<file path="config.mk">
export PLATFORM = sky130hd
export DESIGN_NAME = colour_write_controller
export DESIGN_NICKNAME = d
export VERILOG_FILES = /design/src/rtl/colour_pkg.sv /design/src/rtl/colour_clip8.sv /design/src/rtl/colour_write_controller.sv
export SDC_FILE = /design/constraint.sdc
export NUM_CORES = 1
export LEC_CHECK = 0
export ABC_AREA = 1
export BUFFER_PORTS_ARGS = -buffer_cell sky130_fd_sc_hd__buf_2
export CAP_MARGIN = 20
export CORE_ASPECT_RATIO = 0.8
export CORE_MARGIN = 2
export CORE_UTILIZATION = 52
export DETAILED_ROUTE_END_ITERATION = 10
export MAX_ROUTING_LAYER = met4
export PLACE_DENSITY_LB_ADDON = 0.2
export SETUP_SLACK_MARGIN = 0.2
export SLEW_MARGIN = 20
export SYNTH_ARGS = -nofsm -noshare
export SYNTH_HDL_FRONTEND = slang
export SYNTH_SLANG_ARGS = --single-unit
</file>
<file path="constraint.sdc">
create_clock -name clk -period 2.6 [get_ports clk]
set_clock_uncertainty 0.05 [all_clocks]
set_input_delay 0.39 -clock clk [delete_from_list [all_inputs] [get_ports clk]]
set_output_delay 0.39 -clock clk [all_outputs]
set_load 0.05 [all_outputs]
</file>
<file path="src/rtl/colour_pkg.sv">
// Shared types and defaults for the colour write controller: FSM encoding,
// frame constants, channel byte and packed pixel-pair payload.
package colour_pkg;

    localparam int unsigned RGB_BASE_DEF  = 146944;
    localparam int unsigned NUM_PAIRS_DEF = 19200;
    localparam int unsigned BYTE_W        = 8;
    localparam int unsigned WORD_W        = 16;

    typedef logic [BYTE_W-1:0] chan_byte_t;

    typedef enum logic [2:0] {
        S_IDLE,
        S_ARMED,
        S_WR0,
        S_WR1,
        S_WR2,
        S_FIN
    } state_t;

    typedef struct packed {
        chan_byte_t r_e;
        chan_byte_t g_e;
        chan_byte_t b_e;
        chan_byte_t r_o;
        chan_byte_t g_o;
        chan_byte_t b_o;
    } pair_t;

endpackage

</file>
<file path="src/rtl/colour_clip8.sv">
// Signed IN_W channel to 8-bit byte. With COLOUR_WR_CLIP_EN defined the value
// saturates to [0,255]; otherwise the low byte passes through and wraps.
module colour_clip8
    import colour_pkg::*;
#(
    parameter int unsigned IN_W = 16
) (
    input  logic [IN_W-1:0]   value,
    output logic [BYTE_W-1:0] clipped_c
);

`ifdef COLOUR_WR_CLIP_EN
    localparam logic [IN_W-1:0] MAX_BYTE = IN_W'(255);

    // Sign bit set means negative; otherwise an unsigned compare suffices.
    always_comb begin
        clipped_c = value[BYTE_W-1:0];
        if (value[IN_W-1]) begin
            clipped_c = '0;
        end else if (value > MAX_BYTE) begin
            clipped_c = '1;
        end
    end
`else
    logic unused_high;

    assign unused_high = ^value[IN_W-1:BYTE_W];
    assign clipped_c   = value[BYTE_W-1:0];
`endif

endmodule

</file>
<file path="src/rtl/colour_write_controller.sv">
// Packs converted RGB pixel pairs into three 16-bit SRAM words at sequential
// addresses from RGB_BASE; COLOUR_WR_CLIP_EN selects saturating channel bytes.
module colour_write_controller
    import colour_pkg::*;
#(
    parameter int unsigned       ADDR_W    = 18,
    parameter logic [ADDR_W-1:0] RGB_BASE  = ADDR_W'(RGB_BASE_DEF),
    parameter int unsigned       NUM_PAIRS = NUM_PAIRS_DEF,
    parameter int unsigned       IN_W      = 16
) (
    input  logic              clk,
    input  logic              rst,
    input  logic              start,
    input  logic              pix_valid,
    output logic              pix_ready,
    input  logic [IN_W-1:0]   r_e,
    input  logic [IN_W-1:0]   g_e,
    input  logic [IN_W-1:0]   b_e,
    input  logic [IN_W-1:0]   r_o,
    input  logic [IN_W-1:0]   g_o,
    input  logic [IN_W-1:0]   b_o,
    output logic [ADDR_W-1:0] sram_addr,
    output logic [WORD_W-1:0] sram_wdata,
    output logic              sram_wen,
    output logic              done,
    output logic              busy
);

    localparam int unsigned      CNT_W     = $clog2(NUM_PAIRS + 1);
    localparam logic [CNT_W-1:0] LAST_PAIR = CNT_W'(NUM_PAIRS - 1);

    state_t              state_q, state_d;
    pair_t               hold_q, hold_d, in_pair;
    logic [CNT_W-1:0]    cnt_q, cnt_d;
    logic [ADDR_W-1:0]   offset_q, offset_d;
    logic [ADDR_W-1:0]   addr_d;
    logic [WORD_W-1:0]   wdata_d;
    logic                ready_d, wen_d, done_d, busy_d;
    logic                accept;
    logic                last_pair;
    logic [IN_W-1:0]     chan_in [6];
    chan_byte_t          chan_byte [6];

    // Six channel saturators, even pixel first, in SRAM packing order.
    assign chan_in = '{r_e, g_e, b_e, r_o, g_o, b_o};

    for (genvar i = 0; i < 6; i++) begin : g_clip
        colour_clip8 #(.IN_W(IN_W)) u_clip (
            .value     (chan_in[i]),
            .clipped_c (chan_byte[i])
        );
    end

    assign in_pair   = {chan_byte[0], chan_byte[1], chan_byte[2],
                        chan_byte[3], chan_byte[4], chan_byte[5]};
    assign last_pair = (cnt_q == LAST_PAIR);

    // Next state, datapath updates, and next values of the registered outputs.
    always_comb begin
        state_d  = state_q;
        hold_d   = hold_q;
        cnt_d    = cnt_q;
        offset_d = offset_q;
        accept   = 1'b0;
        ready_d  = 1'b0;
        wen_d    = 1'b0;
        done_d   = 1'b0;
        busy_d   = 1'b0;
        wdata_d  = '0;
        addr_d   = '0;

        case (state_q)
            S_IDLE: begin
                cnt_d    = '0;
                offset_d = '0;
                if (start) begin
                    state_d = S_ARMED;
                end
            end
            S_ARMED: begin
                if (pix_valid) begin
                    accept  = 1'b1;
                    state_d = S_WR0;
                end
            end
            S_WR0: begin
                offset_d = offset_q + ADDR_W'(1);
                state_d  = S_WR1;
            end
            S_WR1: begin
                offset_d = offset_q + ADDR_W'(1);
                state_d  = S_WR2;
            end
            S_WR2: begin
                offset_d = offset_q + ADDR_W'(1);
                cnt_d    = cnt_q + CNT_W'(1);
                if (last_pair) begin
                    state_d = S_FIN;
                end else if (pix_valid) begin
                    accept  = 1'b1;
                    state_d = S_WR0;
                end else begin
                    state_d = S_ARMED;
                end
            end
            S_FIN: begin
                state_d = S_IDLE;
            end
            default: begin
                state_d = S_IDLE;
            end
        endcase

        if (accept) begin
            hold_d = in_pair;
        end

        // Outputs are decoded from the state being entered so they register in step with it.
        case (state_d)
            S_ARMED: begin
                ready_d = 1'b1;
                busy_d  = 1'b1;
            end
            S_WR0: begin
                wen_d   = 1'b1;
                busy_d  = 1'b1;
                wdata_d = {hold_d.r_e, hold_d.g_e};
            end
            S_WR1: begin
                wen_d   = 1'b1;
                busy_d  = 1'b1;
                wdata_d = {hold_d.b_e, hold_d.r_o};
            end
            S_WR2: begin
                wen_d   = 1'b1;
                busy_d  = 1'b1;
                ready_d = (cnt_d != LAST_PAIR);
                wdata_d = {hold_d.g_o, hold_d.b_o};
            end
            S_FIN: begin
                done_d = 1'b1;
            end
            default: begin
                ready_d = 1'b0;
            end
        endcase

        addr_d = RGB_BASE + offset_d;
    end

    always_ff @(posedge clk or negedge rst) begin
        if (!rst) begin
            state_q    <= S_IDLE;
            hold_q     <= '0;
            cnt_q      <= '0;
            offset_q   <= '0;
            pix_ready  <= 1'b0;
            sram_addr  <= RGB_BASE;
            sram_wdata <= '0;
            sram_wen   <= 1'b0;
            done       <= 1'b0;
            busy       <= 1'b0;
        end else begin
            state_q    <= state_d;
            hold_q     <= hold_d;
            cnt_q      <= cnt_d;
            offset_q   <= offset_d;
            pix_ready  <= ready_d;
            sram_addr  <= addr_d;
            sram_wdata <= wdata_d;
            sram_wen   <= wen_d;
            done       <= done_d;
            busy       <= busy_d;
        end
    end

endmodule

</file>
==> reports/results.ini, run 1 <==
[clock_tree]
postCtsHoldBufs=0
clockBufferDepth=2
cts_tree=built
clkSinkCount=97
clk_pin_slew_ns=0.07
cts_made_buffers=9
insertion_delay_ns=0.35
ctsHtreeMaxLevel=3
cts_root_buf=clkbuf_16

[layout]
drive_above_1_share=0.243
antenna_cells=0
fin_nets=769
fin_area_um2=5740
syn_to_final_growth_pct=17.8

[grt]
grt_use_total=0.222
grt_pass1_wl_um=17800
grt_max_degree=65
antenna_found_initial=0
grt_pass1_vias=3895
grt.overflow.total=0

[yosys]
synthArstFlopShare=1.00
synthesis.nets=685
synth_compound_area_frac=0.0953
syn_inst=582
synth_top_area_cell=dfrtp_1
muxShareOfSynthArea=0
synth_area_um2=4870
synthXorXnorAreaFrac=0.00899
synth_cell_types=38
synth_top_family_by_area=simple AND/OR/NAND/NOR gates
ys_seq_area_frac=0.500
synth_edf_count=0
avgSynthCellArea_um2=8.37
synth_top_flop_cell=dfrtp_1
yosys-top-cells-area=dfrtp_1 (47%), nand2_1 (13%), nand3_1 (5.6%)
synth-simple-area-share=0.299
ys_ff_latch=97
synth_top_area_frac=0.467
synthAdderAreaFrac=0.00770
yosys_warnings=0

[pwr]
p_per_area_nw_per_um2=982
ir_worst_vdd_uv=989
leakagePower_nw=2.95

[setup_path]
worstSetupPathType=reg -> reg
timing.critical_path.fanout_max=7
crit_path_end_kind=flop
crit_required_ns=2.79
crit_path_start_kind=flop
cp.arrival_ns=2.36

[sta]
relSlewSlack=0.566
rsz0062_at_grt=no
setup_viol=0
worst_pin_slew_ns=0.648
period_share=0.834
max_freq_mhz=461
fin_tns_setup_ns=0
final_max_slew_viol_count=0
final-hold-violation-count=0
finalCriticalPeriod_ns=2.17

[placed_design]
placed_area_um2=5380
routabilityCongestion=0.864
hpwl_um=7560
io_buffers=89

[route]
drtAntennaViolNets=0
drtPass1Iterations=4
drc_errors=0
wl_per_cell_um=13.7
drtIter0Drc=289
vias=4055
vias_per_cell=5.16
wirelength_um=10800

[flow_run]
cap_violations=0

[die]
core_um2=9080
dieArea_um2=10200
die_w_um=112
fp-row-count=31
die_y_um=90.6
start_util=0.537
top_level_ports=138

[hold_path]
hold_class=in -> async

[status]
status=completed

==> critical path, stage by stage, from the launching register on <==
cell	delay, ns
dfrtp_2	0.42
ha_1	0.21
nand3_1	0.10
nor2_1	0.10
nand2_1	0.10
nor2_2	0.16
nand2_1	0.09
nand3_1	0.16
ha_1	0.22
nand4_1	0.13
nand2_1	0.10
xor2_1	0.22
==> through the flow <==
step	total power (W)	utilization	hold WS, ns	std cells	setup slack (ns)
2_1_floorplan	0.00368	-	0.0444	582	0.734
3_3_place_gp	0.00410	0.592	0.391	768	0.457
3_5_place_dp	0.00418	0.592	0.391	768	0.327
4_1_cts	0.00565	0.629	0.0227	784	0.287
5_1_grt	0.00599	0.633	0.0498	786	0.247
6_report	0.00564	0.633	0.00684	786	0.431
==> layout make-up <==
type                       count  area (um2)
tap                          115         144
timing repair buffer          99         566
inverter                      70         263
clock buffer                  12         256
sequential                    97        2440
multi-input combinational    389        2000
fill                         795        3330
clock inverter                 4        73.8
==> where the power goes <==
group          leakage, nW  switching [W]  total [W]  internal, W
logic                 1.54        0.00144    0.00207     0.000635
registers             1.24       0.000206    0.00211      0.00191
clock network        0.163       0.000556    0.00145     0.000897
==> cells in the mapped netlist (all sizes together) (2+ instances only) <==
cell     number
nand2       175
xnor2         2
nand3b        2
a2bb2oi       2
o21ai        12
nor2         44
or2          17
buf          24
inv          70
nand4        18
dfstp         6
ha            3
a21oi         8
clkbuf        2
nand3        56
xor2          3
o21a         16
o211ai       16
nor3         10
dfrtp        91
==> registers in the layout, indices dropped and copies added (netlist names), 3 cells and up, named ones only <==
signal	flops
state_q	3
offset_q	9
sram_addr	9
hold_q	32
cnt_q	15
sram_wdata	16
==> final timing paths <==
path	depth (start not counted)	end	from	slack, ns
max in group asynchronous	2	hold_q[13]	rst	1.82
min in group clk	3	sram_wdata[12]	r_e[4]	0.21
hold / removal	1	async pin	rst	0.007
hold reg to reg	2	hold_q[0]	hold_q[0]	0.43
setup / recovery	11	sram_addr[15]	flop	0.43
setup reg to reg	11	sram_addr[15]	flop	0.43
==> kinds of logic (layout without fill, tap and decap cells) <==
kind of cell / count (synthesis) / count (layout)
compound gates: 58 / 58
simple gates: 323 / 323
fa+ha+maj: 3 / 3
xor+xnor: 5 / 5
buf+inv: 96 / 185
flops: 97 / 97
==> metal layers <==
metal  track usage  wire (um)  vias up
li1              -          -     2027
met1         0.293       5010     1918
met2         0.343       5120       95
met3        0.0510        507       15
met4        0.0732        157        0
met5             -          0        -
==> cells in the final DEF (no fill, tap or decap), types with 2 or more instances in the layout <==
master     synthesis  final
buf_12             0      2
bufinv_16          0      2
nor2_1            37     36
clkbuf_16          0     10
nand3_1           55     55
a21oi_1            8      8
nand4_1           18     18
nor3_2             3      3
or2_1             15     15
nand3b_1           2      2
nand2_1          169    169
nand2_2            5      5
nor3_1             7      7
o21ai_0           10     10
ha_1               3      3
o21a_1            16     16
buf_2             10     88
buf_4             11      8
xnor2_1            2      2
dfrtp_1           91     90
o21ai_1            2      2
o211ai_2          15     15
inv_1             62     62
a2bb2oi_1          2      2
inv_2              8      8
nor2_2             6      7
dfstp_2            6      6
clkbuf_8           0      2
xor2_1             3      3
==> what timing repair did <==
| action | CTS | global route |
|---|---|---|
| gates resized for setup | 0 | 2 |
| endpoints found under the setup margin | 0 | 3 |
| setup buffers | 0 | 1 |
No activity file was read; power rests on OpenSTA's default activity.
==> inputs of run 2 (changes only) <==
CORE_UTILIZATION = 47   (was 52)
clock period = 1.9 ns   (was 2.6 ns; I/O delays follow)
==> run 2 against run 1 <==
  * Largest power group is now combinational logic
  * Utilization increased by 4.6 points
  * Largest cell class unchanged
  * Hold slack improved by 0.094 ns
  * Final area increased by 20%
  * Combinational power increased by 92%
  * Non-clock buffer count increased by 73
  * The run now ends with negative setup slack left
  * Critical endpoint unchanged
==> reports/results.ini, run 2 (same netlist as run 1, synthesis figures left out) <==
[layout]
antenna_cells=0
top_regs=hold_q: 32 flops, sram_wdata: 16 flops, cnt_q: 15 flops
fin_nets=845
utilization=0.678
drive_above_1_share=0.399
syn_to_final_growth_pct=41.4
largest_register_ffs=32
fin_area_um2=6890
largest-register=hold_q
mostFrequentLayoutCell=nand2_1
layout_common_cells=nand2_1 (147), buf_2 (88), dfrtp_1 (86)

[die]
fp-row-count=33
top_level_ports=138
die_y_um=95.1
die_w_um=118
core_um2=10200
start_util=0.480
dieArea_um2=11200

[route]
met3WireLength_um=584
drc_errors=0
wl_per_cell_um=14.7
drtAntennaViolNets=0
vias=4514
wl_met2_um=6470
highest_layer=met4
drtPass1Iterations=5
met1_length_um=5770
wirelength_um=13000
vias_per_cell=5.09
drtIter0Drc=270

[hold_path]
hold_class=in -> reg
hold_depth=3
worstHoldEndpoint=sram_wdata[9]
hp-start=r_e[1]

[sta]
setup_viol=3
rsz0062_at_grt=yes
fin_tns_setup_ns=-0.0906
max_freq_mhz=516
finalCriticalPeriod_ns=1.94
final_max_slew_viol_count=0
worst_pin_slew_ns=0.508
relSlewSlack=0.661
layout_setup_ws_ns=-0.0386
final-hold-violation-count=0
period_share=1.02

[setup_path]
startpoint=state_q[1]
r2r-end=sram_addr[15]
cp.arrival_ns=2.16
crit_path_start_kind=flop
timing.critical_path.fanout_max=5
crit_required_ns=2.12
cp_slowest_cell=dfrtp_1
reg2regPathDepth=10
r2r_start=state_q[1]
ff2ff_setup_slack_ns=-0.04
worstSetupPathType=reg -> reg
path_cells=inv_4, nand2_4, nand2_4, nor3_4, nand4_1, nand3_4, ha_4, nand4_1, nand2_1, xor2_1
cp_slowest_stage_delay_ns=0.44
crit_path_end_kind=flop

[placed_design]
io_buffers=89
placed_area_um2=5740
hpwl_um=7810
routabilityCongestion=0.872

[pwr]
p_per_area_nw_per_um2=1300
ir_worst_vdd_uv=794
power_w=0.00899
leakagePower_nw=3.44

[grt]
grt_pass1_wl_um=18700
grt.overflow.total=0
grt_use_total=0.216
grt_pass1_vias=4128
grt_max_degree=39
antenna_found_initial=0

[clock_tree]
ctsHtreeMaxLevel=3
clockBufferDepth=2
cts_made_buffers=9
cts_tree=built
clkSinkCount=97
insertion_delay_ns=0.35
cts_root_buf=clkbuf_16
clk_pin_slew_ns=0.07

[flow_run]
cap_violations=0

[status]
violations=negative setup slack
status=finished with violations

run 2: how the worst max path moves through the flow:
stage / depth (start not counted) / to
after floorplan: 11 / sram_addr[15]
final: 10 / sram_addr[15]
after detailed placement: 11 / pix_ready
after CTS: 10 / sram_addr[15]
after global placement: 11 / pix_ready
after global routing: 10 / sram_addr[15]
run 2: power breakdown:
group / total [W] / switching [W] / internal [W]
clock network: 0.00211 / 0.000811 / 0.00129
registers: 0.00290 / 0.000289 / 0.00261
logic: 0.00398 / 0.00245 / 0.00153
total: 0.00899 / 0.00355 / 0.00544
run 2: per-stage QoR:
step / setup WS [ns] / hold slack, ns / cells
4_1_cts: 0.0325 / 0.0914 / 855
3_3_place_gp: -0.0203 / 0.242 / 831
5_1_grt: -0.148 / 0.101 / 887
2_1_floorplan: 0.110 / -0.0606 / 582
3_5_place_dp: -0.0714 / 0.246 / 831
6_report: -0.0386 / 0.101 / 887
run 2: layout make-up:
type	instances	area, um2
repair buffers	172	1250
clock inverters	6	113
well taps	140	175
fillers	782	3270
repair inverters	2	11.3
flip-flops and latches	97	2440
inverters	70	283
clock buffers	10	229
multi-input cells	390	2380
run 2: layer usage:
layer	vias to the layer above	global-route usage
met5	-	-
met3	23	0.0419
li1	2192	-
met4	0	0.0612
met1	2179	0.282
met2	120	0.347
run 2: critical path: cells and delay by family, from the launching register on:
family                     cells  cell delay [ns]
DFF                            1             0.44
buffers and inverters          1             0.10
adders and majority gates      1             0.14
and+or+nand+nor                7             1.00
xor gates and xnor gates       1             0.13
run 2: repair_timing:
| item | 4_1_cts | 5_1_grt |
|---|---|---|
| setup buffers | 6 | 24 |
| endpoints found under the setup margin | 48 | 69 |
| pin swaps | 5 | 37 |
| hold buffers | 1 | 0 |
| cloned | 1 | 8 |
| endpoints found under the hold margin | 28 | 0 |
| resized for setup | 13 | 92 |
